### src/rtl/dpram_port_arbiter.sv
// dpram_port_arbiter: round-robin arbiter sharing one dpram port among NUM_REQ requesters.
// Optional owner lock enabled by defining DPRAM_ARB_LOCK_EN.
module dpram_port_arbiter #(
  parameter int NUM_REQ       = 4,
  parameter int DATA_WIDTH    = 8,
  parameter int ADDRESS_WIDTH = 4,
  parameter int ID_WIDTH      = 2
) (
  input  logic                              clk,
  input  logic                              rst,
`ifdef DPRAM_ARB_LOCK_EN
  input  logic [NUM_REQ-1:0]                lock,
`endif
  input  logic [NUM_REQ-1:0]                req,
  input  logic [NUM_REQ-1:0]                req_we,
  input  logic [NUM_REQ*ADDRESS_WIDTH-1:0]  req_addr,
  input  logic [NUM_REQ*DATA_WIDTH-1:0]     req_wdata,
  output logic [NUM_REQ-1:0]                gnt,
  output logic                              ram_we,
  output logic [ADDRESS_WIDTH-1:0]          ram_addr,
  output logic [DATA_WIDTH-1:0]             ram_din,
  input  logic [DATA_WIDTH-1:0]             ram_dout,
  output logic                              rsp_valid,
  output logic [ID_WIDTH-1:0]               rsp_id,
  output logic [DATA_WIDTH-1:0]             rsp_data
);
  localparam logic [ID_WIDTH-1:0] LAST = ID_WIDTH'(NUM_REQ - 1);
  localparam logic [ID_WIDTH:0]   NR   = (ID_WIDTH+1)'(NUM_REQ);
  logic [2*NUM_REQ-1:0]     w_dbl;
  logic [ID_WIDTH-1:0]      w_off, w_rr_idx, w_gidx, w_ptr_nx;
  logic [ID_WIDTH:0]        w_sum;
  logic                     w_any, w_take, w_ptr_en;
  logic [ID_WIDTH-1:0]      r_ptr, r_id, r_rsp_id;
  logic                     r_ram_we, r_rd, r_rsp_valid;
  logic [ADDRESS_WIDTH-1:0] r_ram_addr;
  logic [DATA_WIDTH-1:0]    r_ram_din;
  // Rotate so bit 0 is the requester at the priority pointer; lowest set bit wins.
  assign w_dbl = {req, req} >> r_ptr;
  always_comb begin
    w_off = '0;
    w_any = 1'b0;
    for (int i = NUM_REQ - 1; i >= 0; i--) begin
      if (w_dbl[i]) begin
        w_off = ID_WIDTH'(i);
        w_any = 1'b1;
      end
    end
  end
  assign w_sum    = {1'b0, r_ptr} + {1'b0, w_off};
  assign w_rr_idx = (w_sum >= NR) ? ID_WIDTH'(w_sum - NR) : w_sum[ID_WIDTH-1:0];
`ifdef DPRAM_ARB_LOCK_EN
  typedef enum logic {ARB, LOCKED} state_t;
  state_t              r_state, w_state_nx;
  logic [ID_WIDTH-1:0] r_owner;
  assign w_gidx   = (r_state == LOCKED) ? r_owner : w_rr_idx;
  assign w_take   = ~rst & ((r_state == LOCKED) ? req[r_owner] : w_any);
  assign w_ptr_en = w_take | (r_state == LOCKED);
  always_comb begin
    w_state_nx = r_state;
    if (r_state == ARB)
      w_state_nx = (w_take && lock[w_gidx]) ? LOCKED : ARB;
    else if (!req[r_owner] || (w_take && !lock[r_owner]))
      w_state_nx = ARB;
  end
  always_ff @(posedge clk or posedge rst) begin
    if (rst) begin
      r_state <= ARB;
      r_owner <= '0;
    end else begin
      r_state <= w_state_nx;
      if (r_state == ARB && w_take) r_owner <= w_gidx;
    end
  end
`else
  assign w_gidx   = w_rr_idx;
  assign w_take   = ~rst & w_any;
  assign w_ptr_en = w_take;
`endif
  assign w_ptr_nx = (w_gidx == LAST) ? '0 : w_gidx + 1'b1;
  always_comb begin
    gnt = '0;
    if (w_take) gnt[w_gidx] = 1'b1;
  end
  always_ff @(posedge clk or posedge rst) begin
    if (rst) begin
      r_ptr       <= '0;
      r_ram_we    <= 1'b0;
      r_ram_addr  <= '0;
      r_ram_din   <= '0;
      r_rd        <= 1'b0;
      r_id        <= '0;
      r_rsp_valid <= 1'b0;
      r_rsp_id    <= '0;
    end else begin
      r_ram_we    <= w_take & req_we[w_gidx];
      r_rd        <= w_take & ~req_we[w_gidx];
      r_rsp_valid <= r_rd;
      if (w_ptr_en) r_ptr <= w_ptr_nx;
      if (w_take) begin
        r_ram_addr <= req_addr[w_gidx*ADDRESS_WIDTH +: ADDRESS_WIDTH];
        r_ram_din  <= req_wdata[w_gidx*DATA_WIDTH +: DATA_WIDTH];
        r_id       <= w_gidx;
      end
      if (r_rd) r_rsp_id <= r_id;
    end
  end
  assign ram_we    = r_ram_we;
  assign ram_addr  = r_ram_addr;
  assign ram_din   = r_ram_din;
  assign rsp_valid = r_rsp_valid;
  assign rsp_id    = r_rsp_id;
  assign rsp_data  = r_rsp_valid ? ram_dout : '0;
endmodule
### config.mk
export PLATFORM = sky130hd
export DESIGN_NAME = dpram_port_arbiter
export DESIGN_NICKNAME = d
export VERILOG_FILES = /design/src/rtl/dpram_port_arbiter.sv
export SDC_FILE = /design/constraint.sdc
export NUM_CORES = 1
export LEC_CHECK = 0
export BUFFER_PORTS_ARGS = -buffer_cell sky130_fd_sc_hd__buf_4
export CAP_MARGIN = 25
export CELL_PAD_IN_SITES_DETAIL_PLACEMENT = 1
export CELL_PAD_IN_SITES_GLOBAL_PLACEMENT = 1
export CORE_MARGIN = 1.5
export CORE_UTILIZATION = 36
export DETAILED_ROUTE_END_ITERATION = 8
export PLACE_DENSITY = 0.95
export SETUP_SLACK_MARGIN = 0.05
export SLEW_MARGIN = 10
export SYNTH_ARGS = -nofsm -noshare
export SYNTH_HDL_FRONTEND = slang
export SYNTH_SLANG_ARGS = --single-unit
### constraint.sdc
create_clock -name clk -period 5.05 [get_ports clk]
set_input_delay 0.7575 -clock clk [delete_from_list [all_inputs] [get_ports clk]]
set_output_delay 0.7575 -clock clk [all_outputs]
set_load 0.05 [all_outputs]
==> metrics.cfg <==
[clock_network]
cts.htree.levels = 1
clk_transition_reported_paths_ps = 80
clk_root_buffer_cell = clkbuf_8
post_cts_buffers = 0
cts-resized-gates = 0
cts-hold-fix-buffers = 0
max_buffers_root_to_sink = 2
cts_num_sinks = 21
worstSkewPairLatency_ps = 260
cts_buffers = 3
tritoncts = done

[global_route]
groute.layer.met3.usage = 0.02575
groute.layer.met1.usage = 0.2370
maximum_number_of_pins_on_one_net_before_global_route_repair = 32
global_route.overflow_total = 0
globalRouteTotalUtil = 0.1978
wire_length_of_the_first_global_routing_pass_um = 8259
grt_pass1_vias = 1765
antenna_found_initial = 0
groute.layer.met2.usage = 0.3601
grt_busiest_layer = met2

[setup_path]
crit_type = in -> out
worstPathCellList = buf_4, nor2_1, a221oi_1, a21oi_1, a211o_1, ha_2, xnor2_1, nor4_4, buf_4, nor2_4, inv_2, ha_1, and2_1, buf_4
critical-path-slowest-cell = xnor2_1
timing.critical_path.to_type = output pin
critical_path.n_buffers_inverters = 4
crit_path_depth = 14
critical-path-max-stage-delay_ps = 400
cp.arrival_ps = 3260
worst_reg_to_reg_path_cell_count = 9
critPathTopFamily = compound AO/OA/AOI/OAI gates
critical_path_source_type = input pin
crit_required_ps = 4290
timing.critical_path.mode_cell = buf_4
worstPathMaxFanout = 14

[floorplan]
floorplan.initialDensity = 0.3792
fp.dieH_um = 74.24
dieWidth_um = 74.24
top_level_ports = 94
core.rowCount = 25
fp.dieArea_mm2 = 0.005511
placeableCoreArea_mm2 = 0.004817

[power_and_ir_drop]
worst_ir_drop_vdd_uv = 330.2
leak_pwr_nw = 1.135
cellPowerDensity_mw_per_mm2 = 739.3
p_total_w = 0.001894

[final_layout]
final_core_utilization = 0.5319
antenna_cells = 0
layout-drive-gt1-share = 0.5245
design.final.nets = 334
area_growth_from_synthesis_to_final_layout_pct = 40.27
post_route_non_filler_standard_cell_count = 332

[yosys]
synth_warnings = 0
post_synth_main_area_contributors = dfrtp_1 29%, nor2b_1 8.9%, o31ai_2 5.5%
synth_seq_cells = 21
synth_edf_count = 0
mappedNetlistArea_mm2 = 0.001827
postSynth.asyncResetShare = 1.000
synth_nets = 247
dominantRegCellSynth = dfrtp_1
synth-seq-area-share = 0.2877
post-synth-top-area-fraction = 0.2877
synthesized_instance_count = 179
post_synth_num_cell_types = 48
synth.avg_cell_area_um2 = 10.21
synth.largest_area_cell = dfrtp_1

[outcome]
outcome = finished clean

[timing]
fmaxAchievable_mhz = 249.1
fin_tns_setup_ps = 0
min_period_over_period = 0.7949
hold-worst-slack_ps = 432.5
final-hold-violation-count = 0
timing.final.setup_violations = 0
setup_repair_after_global_routing_missed_its_margin = false
timing_max_transition_violations_final = 0
finalCriticalPeriod_ps = 4014
worst_clock_skew_ps = 2.262
max-slew-margin-rel = 0.5210
tightest_slew_ps = 718.5

[placement]
numPortBuffers = 93
post-place-cells = 328
finalWeightedCongestion = 0.7893
place_hpwl_um = 4244

[job]
cap_violations = 0

[detailed_routing]
wl_um = 5390
drt_pre_antenna_iters = 4
final_antenna_net_count = 0
wl_per_cell_um = 16.23
drt-vias-per-instance = 5.217
route.detailed.drc = 0
detail_route.iter0.violations = 33
num_vias = 1732

[worst_hold_path]
min_delay_path_depth = 0
hold_class = reg -> reg

==> where the power goes <==
| group | total, W | switching [W] | leakage [nW] | internal, W |
|---|---|---|---|---|
| clock network | 0.000112 | 0.0000574 | 0.0255 | 0.0000550 |
| registers | 0.000319 | 0.0000684 | 0.259 | 0.000251 |
| logic | 0.00146 | 0.000936 | 0.850 | 0.000527 |
| total | 0.00189 | 0.00106 | 1.14 | 0.000833 |
==> path summary, 6_finish.rpt <==
path                                      start                 endpoint  slack, ps
setup / recovery                         req[0]                   gnt[3]       1040
hold / removal                   r_rd$_DFF_PP0_      rsp_valid$_DFF_PP0_        430
setup reg to reg           r_ptr[0]$_DFFE_PP0P_   ram_din[3]$_DFFE_PP0P_       1690
hold reg to reg                  r_rd$_DFF_PP0_      rsp_valid$_DFF_PP0_        430
max in group asynchronous                   rst  ram_addr[3]$_DFFE_PP0P_       4280
min in group asynchronous                   rst      rsp_valid$_DFF_PP0_        540
==> cell usage in the layout, fill, tap and decap left out, types with 2 or more instances in the layout <==
| master | netlist | final |
|---|---|---|
| buf_4 | 1 | 98 |
| nor2b_1 | 26 | 26 |
| nand2_1 | 23 | 23 |
| dfrtp_1 | 21 | 21 |
| a221oi_1 | 9 | 9 |
| and2_1 | 9 | 9 |
| o31ai_2 | 8 | 8 |
| nor2_1 | 6 | 6 |
| a2111oi_2 | 5 | 5 |
| o31ai_1 | 5 | 5 |
| a221oi_2 | 4 | 4 |
| a21oi_1 | 4 | 4 |
| a2111oi_0 | 4 | 4 |
| mux2i_1 | 3 | 3 |
| nor3_1 | 3 | 3 |
| a2111oi_4 | 3 | 3 |
| clkbuf_8 | 2 | 3 |
| and2b_1 | 2 | 2 |
| o21ai_1 | 2 | 2 |
| o21ai_2 | 2 | 2 |
| mux2_2 | 2 | 2 |
==> state kept, by name, summed over array words and instances (netlist names) <==
signal	count
ram_din	8
ram_addr	4
r_id	2
r_ptr	2
rsp_id	2
r_rd	1
ram_we	1
rsp_valid	1
==> synth_stat cells, types with 3 or more instances <==
cell type and instances:
a2111oi_0 4, a2111oi_2 5, a2111oi_4 3, a21oi_1 4
a221oi_1 9, a221oi_2 4, and2_1 9, buf_2 5
clkbuf_1 3, dfrtp_1 21, mux2i_1 3, nand2_1 23
nor2_1 6, nor2b_1 26, nor3_1 3, o31ai_1 5
o31ai_2 8
==> layout make-up <==
cell class	count	area, µm²
Fill cell	581	2255
Multi-Input combinational cell	140	1164
Timing Repair Buffer	98	735.7
Sequential cell	21	525.5
Tap cell	67	83.83
Clock buffer	3	41.29
Inverter	2	7.507
Clock inverter	1	5.005
==> stage by stage <==
step,cell area [µm²],setup slack [ps]
6_report,2562,1036
3_5_place_dp,2516,1035
5_1_grt,2562,904.9
3_3_place_gp,2516,1189
2_1_floorplan,1827,739.5
4_1_cts,2562,1026
==> worst register-to-register path, cell delays in order (launching register included) <==
cell and delay (ps):
dfrtp_1 550, nor2_1 90, a221oi_1 340, a21oi_1 80, a211o_1 280, ha_2 790
buf_4 420, nor2b_1 80, a2111oi_0 490, o31ai_1 110
==> cells by family after synthesis <==
kind of cell	after synthesis	share of synthesized area
and+or+nand+nor	80	0.2596
xor gates and xnor gates	2	0.009591
DFF	21	0.2877
adders and majority gates	2	0.01370
AOI/OAI and AO/OA	51	0.3240
muxes	5	0.02877
buffers and inverters	18	0.07670
==> metal layers <==
layer	wire length [µm]	vias to the layer above
met5	0	-
met3	271	6
li1	-	838
met1	2210	826
met4	86	0
met2	2821	62
Note: power is estimated with default switching activity, not from simulation.
